`src/rtl/mercury2_dac_receiver.sv`:
```
// Receiving end of the Mercury2 dual 10-bit SPI DAC link: oversampled SPI decode,
// per-channel input/output registers with LDAC transfer, and a settling-time model.
module mercury2_dac_receiver #(
  parameter int  ClockFreq    = 50_000_000,
  parameter real SettlingTime = 4.5e-6
) (
  input  logic       clk_50MHZ,
  input  logic       reset,
  input  logic       dac_csn,
  input  logic       dac_sdi,
  input  logic       dac_sck,
  input  logic       dac_ldac,
  output logic [9:0] chanA,
  output logic [9:0] chanB,
  output logic       gainA,
  output logic       gainB,
  output logic       activeA,
  output logic       activeB,
  output logic       frame_done,
  output logic       frame_chan,
  output logic       frame_error,
  output logic       settled
);

  localparam int         SettleClocks = int'(real'(ClockFreq) * SettlingTime);
  localparam logic [9:0] SettleLoad   = 10'(SettleClocks);

  typedef enum logic {IDLE, SHIFT} state_t;

  logic [2:0]  csn_sy, sck_sy, sdi_sy;
  logic [1:0]  ldac_sy;
  logic        csn_fall_p0, csn_rise_p0, sck_rise_p0;
  state_t      state;
  logic [15:0] shreg;
  logic [4:0]  bit_cnt;
  // Channel registers are packed as {active, gain, data[9:0]}.
  logic [11:0] in_a, in_b, in_a_next, in_b_next;
  logic [11:0] out_a, out_b, out_a_next, out_b_next;
  logic [11:0] frame_word;
  logic [9:0]  settle_cnt, settle_next;
  logic        frame_ok, frame_bad, out_change;

  // Stage: input synchronizers, preset to the idle bus levels
  always_ff @(posedge clk_50MHZ or posedge reset) begin
    if (reset) begin
      csn_sy  <= 3'b111;
      sck_sy  <= 3'b000;
      sdi_sy  <= 3'b000;
      ldac_sy <= 2'b11;
    end else begin
      csn_sy  <= {csn_sy[1:0], dac_csn};
      sck_sy  <= {sck_sy[1:0], dac_sck};
      sdi_sy  <= {sdi_sy[1:0], dac_sdi};
      ldac_sy <= {ldac_sy[0], dac_ldac};
    end
  end

  // Stage p0: registered edge flags; sdi_sy[2] lines up with sck_rise_p0
  always_ff @(posedge clk_50MHZ or posedge reset) begin
    if (reset) begin
      csn_fall_p0 <= 1'b0;
      csn_rise_p0 <= 1'b0;
      sck_rise_p0 <= 1'b0;
    end else begin
      csn_fall_p0 <= csn_sy[2] & ~csn_sy[1];
      csn_rise_p0 <= ~csn_sy[2] & csn_sy[1];
      sck_rise_p0 <= ~sck_sy[2] & sck_sy[1];
    end
  end

  always_comb begin
    frame_ok   = (state == SHIFT) && csn_rise_p0 && (bit_cnt == 5'd16);
    frame_bad  = (state == SHIFT) && csn_rise_p0 && (bit_cnt != 5'd16);
    frame_word = {shreg[12], shreg[13], shreg[11:2]};
    in_a_next  = in_a;
    in_b_next  = in_b;
    if (frame_ok) begin
      if (shreg[15]) in_b_next = frame_word;
      else           in_a_next = frame_word;
    end
    // A frame landing while LDAC is low goes straight through in the same update.
    out_a_next = out_a;
    out_b_next = out_b;
    if (!ldac_sy[1]) begin
      out_a_next = in_a_next;
      out_b_next = in_b_next;
    end
    out_change  = (out_a_next != out_a) || (out_b_next != out_b);
    settle_next = settle_cnt;
    if (out_change)             settle_next = SettleLoad;
    else if (settle_cnt != '0)  settle_next = settle_cnt - 10'd1;
  end

  // Stage p1: frame FSM, channel registers and settle counter
  always_ff @(posedge clk_50MHZ or posedge reset) begin
    if (reset) begin
      state       <= IDLE;
      shreg       <= '0;
      bit_cnt     <= '0;
      frame_done  <= 1'b0;
      frame_error <= 1'b0;
      frame_chan  <= 1'b0;
      in_a        <= 12'h400;
      in_b        <= 12'h400;
      out_a       <= 12'h400;
      out_b       <= 12'h400;
      settle_cnt  <= '0;
      settled     <= 1'b1;
    end else begin
      if (csn_fall_p0) begin
        state   <= SHIFT;
        shreg   <= '0;
        bit_cnt <= '0;
      end else if (state == SHIFT) begin
        if (csn_rise_p0) begin
          state <= IDLE;
        end else if (sck_rise_p0) begin
          shreg <= {shreg[14:0], sdi_sy[2]};
          if (bit_cnt != 5'd31) bit_cnt <= bit_cnt + 5'd1;
        end
      end
      frame_done  <= frame_ok;
      frame_error <= frame_bad;
      if (frame_ok) frame_chan <= shreg[15];
      in_a       <= in_a_next;
      in_b       <= in_b_next;
      out_a      <= out_a_next;
      out_b      <= out_b_next;
      settle_cnt <= settle_next;
      settled    <= (settle_next == '0);
    end
  end

  assign {activeA, gainA, chanA} = out_a;
  assign {activeB, gainB, chanB} = out_b;

endmodule

```
`config.mk`:
```
export PLATFORM = sky130hd
export DESIGN_NAME = mercury2_dac_receiver
export DESIGN_NICKNAME = d
export VERILOG_FILES = /design/src/rtl/mercury2_dac_receiver.sv
export SDC_FILE = /design/constraint.sdc
export NUM_CORES = 1
export LEC_CHECK = 0
export BUFFER_PORTS_ARGS = -buffer_cell sky130_fd_sc_hd__buf_4
export CORE_MARGIN = 8
export CORE_UTILIZATION = 64
export CTS_CLUSTER_DIAMETER = 150
export DETAILED_ROUTE_END_ITERATION = 16
export GPL_ROUTABILITY_DRIVEN = 0
export PLACE_DENSITY = 0.9
export SETUP_SLACK_MARGIN = 0.5
export SYNTH_ARGS = -nofsm -noshare
export SYNTH_HDL_FRONTEND = slang
export SYNTH_SLANG_ARGS = --single-unit
```
`constraint.sdc`:
```
create_clock -name clk_50MHZ -period 4.9 [get_ports clk_50MHZ]
set_clock_uncertainty 0.1 [all_clocks]
set_input_delay 0.245 -clock clk_50MHZ [delete_from_list [all_inputs] [get_ports clk_50MHZ]]
set_output_delay 0.245 -clock clk_50MHZ [all_outputs]
set_load 0.005 [all_outputs]
```
Word level (Yosys, flattened, before mapping) --
Cells that the tools add are included.
Word-level totals: bits of input ports 6, logic and storage cells 64, output and inout port bits 28, register bits after elaboration 98
Operators by class: equal/unequal tests 6, multiplexer cells 20, $add $sub $neg 2, reductions and logical operators 11, bitwise gates (word level) 6
Operator list (number):
- 12-bit 2-to-1 mux | 6
- 16-bit 2-to-1 mux | 4
- 5-bit 2-to-1 mux | 5
- 12-bit != test | 2
- 10-bit 2-to-1 mux | 2
- 10-bit zero test | 1
- 5-bit != test (second input constant) | 2
- 10-bit nonzero test | 1
- 10-bit by 1-bit subtractor with 10-bit output (second input constant) | 1
- 2-bit nonzero test | 3
- 5-bit by 1-bit adder with 5-bit output (second input constant) | 1
- 5-bit equality test (second input constant) | 1
- 4-bit AND reduction | 1
- 1-bit bitwise AND | 3
- 1-bit logical AND | 3
- 1-bit 2-to-1 mux | 3
- 1-bit inverter | 3
- 3-bit AND reduction | 1
- 2-bit != test (second input constant) | 1
- 1-bit logical OR | 1

Depth between registers and ports, before layout --
depth after elaboration 8, depth in mapped cells 12, gate-level depth less buffers 9

Worst setup path after synthesis --
No wires, ideal clock.
kind reg-to-reg, from reg bit_cnt[0], to reg settled, clock period less this slack 3.032 ns, setup slack 1.868 ns, setup time 0.062 ns, data required time 4.738 ns, stages on the path, launching flop included 12, path buffers 2, arrival time 2.870 ns, cells stage by stage dfrtp_1 inv_1 ha_1 nand4bb_1 buf_4 nor3_4 mux2_2 xor2_1 or4_4 o41ai_4 buf_6 and3_1
Between the ends: cells in the longest elaborated chain, start to end 8, elaborated cells between the ends (all ways) 11, classes of those cells eq/ne (3); mux (5); reduce/logical (3)
Ends and longest elaborated chain:
- start, declared | RTL line 35 | logic [4:0] bit_cnt;
- start signal, assigned | RTL line 119 | if (bit_cnt != 5'd31) bit_cnt <= bit_cnt + 5'd1;
- 5-bit equality test | RTL line 72 | frame_ok = (state == SHIFT) && csn_rise_p0 && (bit_cnt == 5'd16);
- 1-bit logical AND | RTL line 72
- 12-bit 2-to-1 mux | RTL line 77 | if (frame_ok) begin
- named net in_a_next[2] | RTL line 37 | logic [11:0] in_a, in_b, in_a_next, in_b_next;
- 12-bit 2-to-1 mux | RTL line 84 | if (!ldac_sy[1]) begin
- 12-bit != test | RTL line 88 | out_change = (out_a_next != out_a) || (out_b_next != out_b);
- 1-bit logical OR | RTL line 88
- 10-bit 2-to-1 mux | RTL line 90 | if (out_change) settle_next = SettleLoad;
- 10-bit zero test | RTL line 130 | settled <= (settle_next == '0);
- end signal, assigned | RTL line 130
- end, declared | RTL line 22 | output logic settled
The timed path passes the listed nets, and every way through them passes these cells. A chain may end at the register's enable or synchronous reset.

Worst setup path in the final report --
from reg bit_cnt[0], to reg settled
Between the ends: cells in the longest elaborated chain, start to end 8, elaborated cells between the ends (all ways) 11, classes of those cells eq/ne (3); mux (5); reduce/logical (3)
Ends and longest elaborated chain:
- 5-bit equality test * | RTL line 72
- 1-bit logical AND * | RTL line 72
- named net frame_ok | RTL line 41 | logic frame_ok, frame_bad, out_change;
- 12-bit 2-to-1 mux | RTL line 77
- 12-bit 2-to-1 mux | RTL line 84
- 12-bit != test | RTL line 88
- 1-bit logical OR * | RTL line 88
- 10-bit 2-to-1 mux * | RTL line 90
- 10-bit zero test * | RTL line 130
The timed path passes the listed nets; every way through them passes the cells marked *.

==> summary.txt <==
outcome = completed
required time of the worst setup path = 5.11 ns
RSZ-0062 raised after global routing = false
CTS tree = done
Final Setup Violations = 0
Multi-input gate area = 1927 µm²
Antenna diodes = 0
Hold Path Class = in2async
Worst slew margin = 33.34%
number of synthesized register bits = 98
post-synth top area cell = dfrtp_1
clk buf depth = 2
Synth Flop Type = dfrtp_1
Finished Layout Cells = 588
Clock Sinks = 98
# H-tree levels = 3
Congestion Overflow GR = 0
Worst VDD drop = 0.2301 mV
Ys Warns = 0
gr usage total = 22.25%
Post CTS Setup Buffer Count = 0
Mapped Avg Cell Area = 10.18 µm²
Final nets = 494
Setup WS pre-CTS = 1.348 ns
filler cell count = 523
Slew Viols, Final = 0
Flop pwr share = 55.4%
Setup CP Type = reg2reg
Reg area = 2465 µm²
critical-path maximum fanout = 16
vias in the first global route = 3541
Pwr Density = 303.8 nW/µm²
Post-DP HPWL = 7.057 mm
clk slew on worst S/H paths = 0.10 ns
Mapped Cells = 449
Layout area overhead = 12.49%
Combinational Power Share = 7.8%
Internal Power = 1.177 mW
Fin. Hold Viols = 0
Die Footprint = 10100 µm²
CP endpoint kind = flop
layout cells sized above 1 = 18.61%
Worst EP arrival = 3.78 ns
core area = 7098 µm²
dpl cells = 567
P_leak = 2.420 nW
DIE HEIGHT = 100.5 µm
Clock power frac = 36.8%
I/O Buffers = 33
synth cell count leaders = dfrtp_1 (88), nand2_1 (65), a21oi_1 (42), nor2_1 (29), inv_1 (24)
setup ws final = 1.330 ns
Async SR Flop Fraction = 100.0%
min Tclk post-route = 3.570 ns
DRC viols = 0
die width = 100.5 µm
max-cap violation count = 0
remaining antenna violation count = 0
via count = 3529
first-pass GRT wire length = 17.49 mm
Worst-Margin Slew = 0.9998 ns
Netlist cell types = 57
CTS Root Cell = clkbuf_8
register area share after synthesis = 53.94%
WL final = 10.24 mm
vias per inst = 6.002
Rows = 31
Post-Syn Nets = 459
FMAX = 280.1 MHz
Synth area leaders = dfrtp_1 (48%), dfstp_2 (5.8%), mux2_2 (5.4%)
drt first pass iters = 5
initial antenna violation count = 0
CP Launch Type = flop
setup_tns = 0 ns
WHS = 0.2326 ns
period utilization = 72.85%
Mapped Area = 4569 µm²
I/O Pins = 34
WL/cell = 17.41 µm
pin count of the biggest net entering global routing = 84
CTS Buf Count = 9
switching power = 0.3846 mW
Starting Density = 64.38%
Initial DRC Count = 238
Worst-Skew Late Latency = 0.37 ns
Yosys top cell area share = 48.19%
post-CTS sizing = 0
cell with the most instances after synthesis = dfrtp_1
number of synthesized flops with an enable pin = 0
Switching Fraction = 24.62%
power by group through the flow:
stage / Sequential (mW) / Combinational, mW / Clock, mW
after CTS: 0.865 / 0.123 / 0.580
after global routing: 0.870 / 0.140 / 0.612
after global placement: 0.878 / 0.116 / 0
final: 0.865 / 0.122 / 0.574
after detailed placement: 0.880 / 0.119 / 0
after floorplan: 0.869 / 0.0929 / 0
layer usage:
layer	part of all wire, %	up-vias	global-route usage (%)
met3	7.6	40	4.765
met1	41	1699	27.85
met4	3.6	0	11.98
li1	-	1630	-
met5	0	-	0
met2	48	160	35.38
logic make-up after synthesis:
family | Yosys count | share of synthesized area, %
simple gates | 166 | 18.10
flops | 98 | 53.94
compound gates | 97 | 13.20
buf+inv | 41 | 3.888
mux | 30 | 7.284
xor+xnor | 13 | 2.492
fa+ha+maj | 4 | 1.095
final timing paths:
kind                                         from                   to  slack (ns)  cells past startpoint
setup / recovery           bit_cnt[0]$_DFFE_PP0P_    settled$_DFF_PP1_        1.33                     10
hold / removal                              reset  sck_sy[2]$_DFF_PP0_        0.23                      3
setup reg to reg           bit_cnt[0]$_DFFE_PP0P_    settled$_DFF_PP1_        1.33                     10
hold reg to reg               sdi_sy[0]$_DFF_PP0_  sdi_sy[1]$_DFF_PP0_        0.26                      0
max in group asynchronous                   reset   out_b[5]$_DFF_PP0_        3.24                      4
min in group clk_50MHZ        sdi_sy[0]$_DFF_PP0_  sdi_sy[1]$_DFF_PP0_        0.26                      0
per-stage QoR:
step                      utilization [%]  area [µm²]  total power, mW
after global routing                72.41        5140            1.622
after detailed placement            68.68        4875           0.9992
after floorplan                         -        4569           0.9615
after global placement              68.68        4875           0.9937
final                               72.41        5140            1.562
after CTS                           72.41        5140            1.568
cell type report:
cell class / count / share of cell area (%)
Sequential cell: 98 / 47.96
Multi-Input combinational cell: 310 / 37.49
Timing Repair Buffer: 40 / 6.086
Clock buffer: 10 / 2.483
Tap cell: 99 / 2.410
Inverter: 25 / 1.874
Clock inverter: 6 / 1.704
placed cells by master (no fill, tap or decap), drive strengths merged, types with 10 or more instances in the layout:
cell	instances
nor2	30
dfstp	10
dfrtp	88
clkbuf	10
buf	35
a21oi	42
nand2b	16
o21ai	21
inv	26
nand2	66
mux2	23
flip-flops by register name, summed over array words and instances, names as in the netlist, 3 cells and up:
register	cells
shreg	16
in_a	12
in_b	12
out_a	12
out_b	12
settle_cnt	10
bit_cnt	5
csn_sy	3
sck_sy	3
sdi_sy	3
worst max-delay path, stage by stage, from the launching register on:
cell and delay [ns]:
dfrtp_1 0.43, inv_1 0.07, ha_1 0.15, nand4bb_1 0.09
buf_4 0.20, nor2_2 0.33, o2111ai_1 0.24, a2111oi_0 0.66
o2111ai_1 0.31, o41ai_4 0.68, and3_1 0.25
timing repair:
action | CTS | global route
hold buffers | 5 | 0
setup endpoints to repair | 0 | 0
hold endpoints to repair | 19 | 0
(Power assumes the default switching activity.)
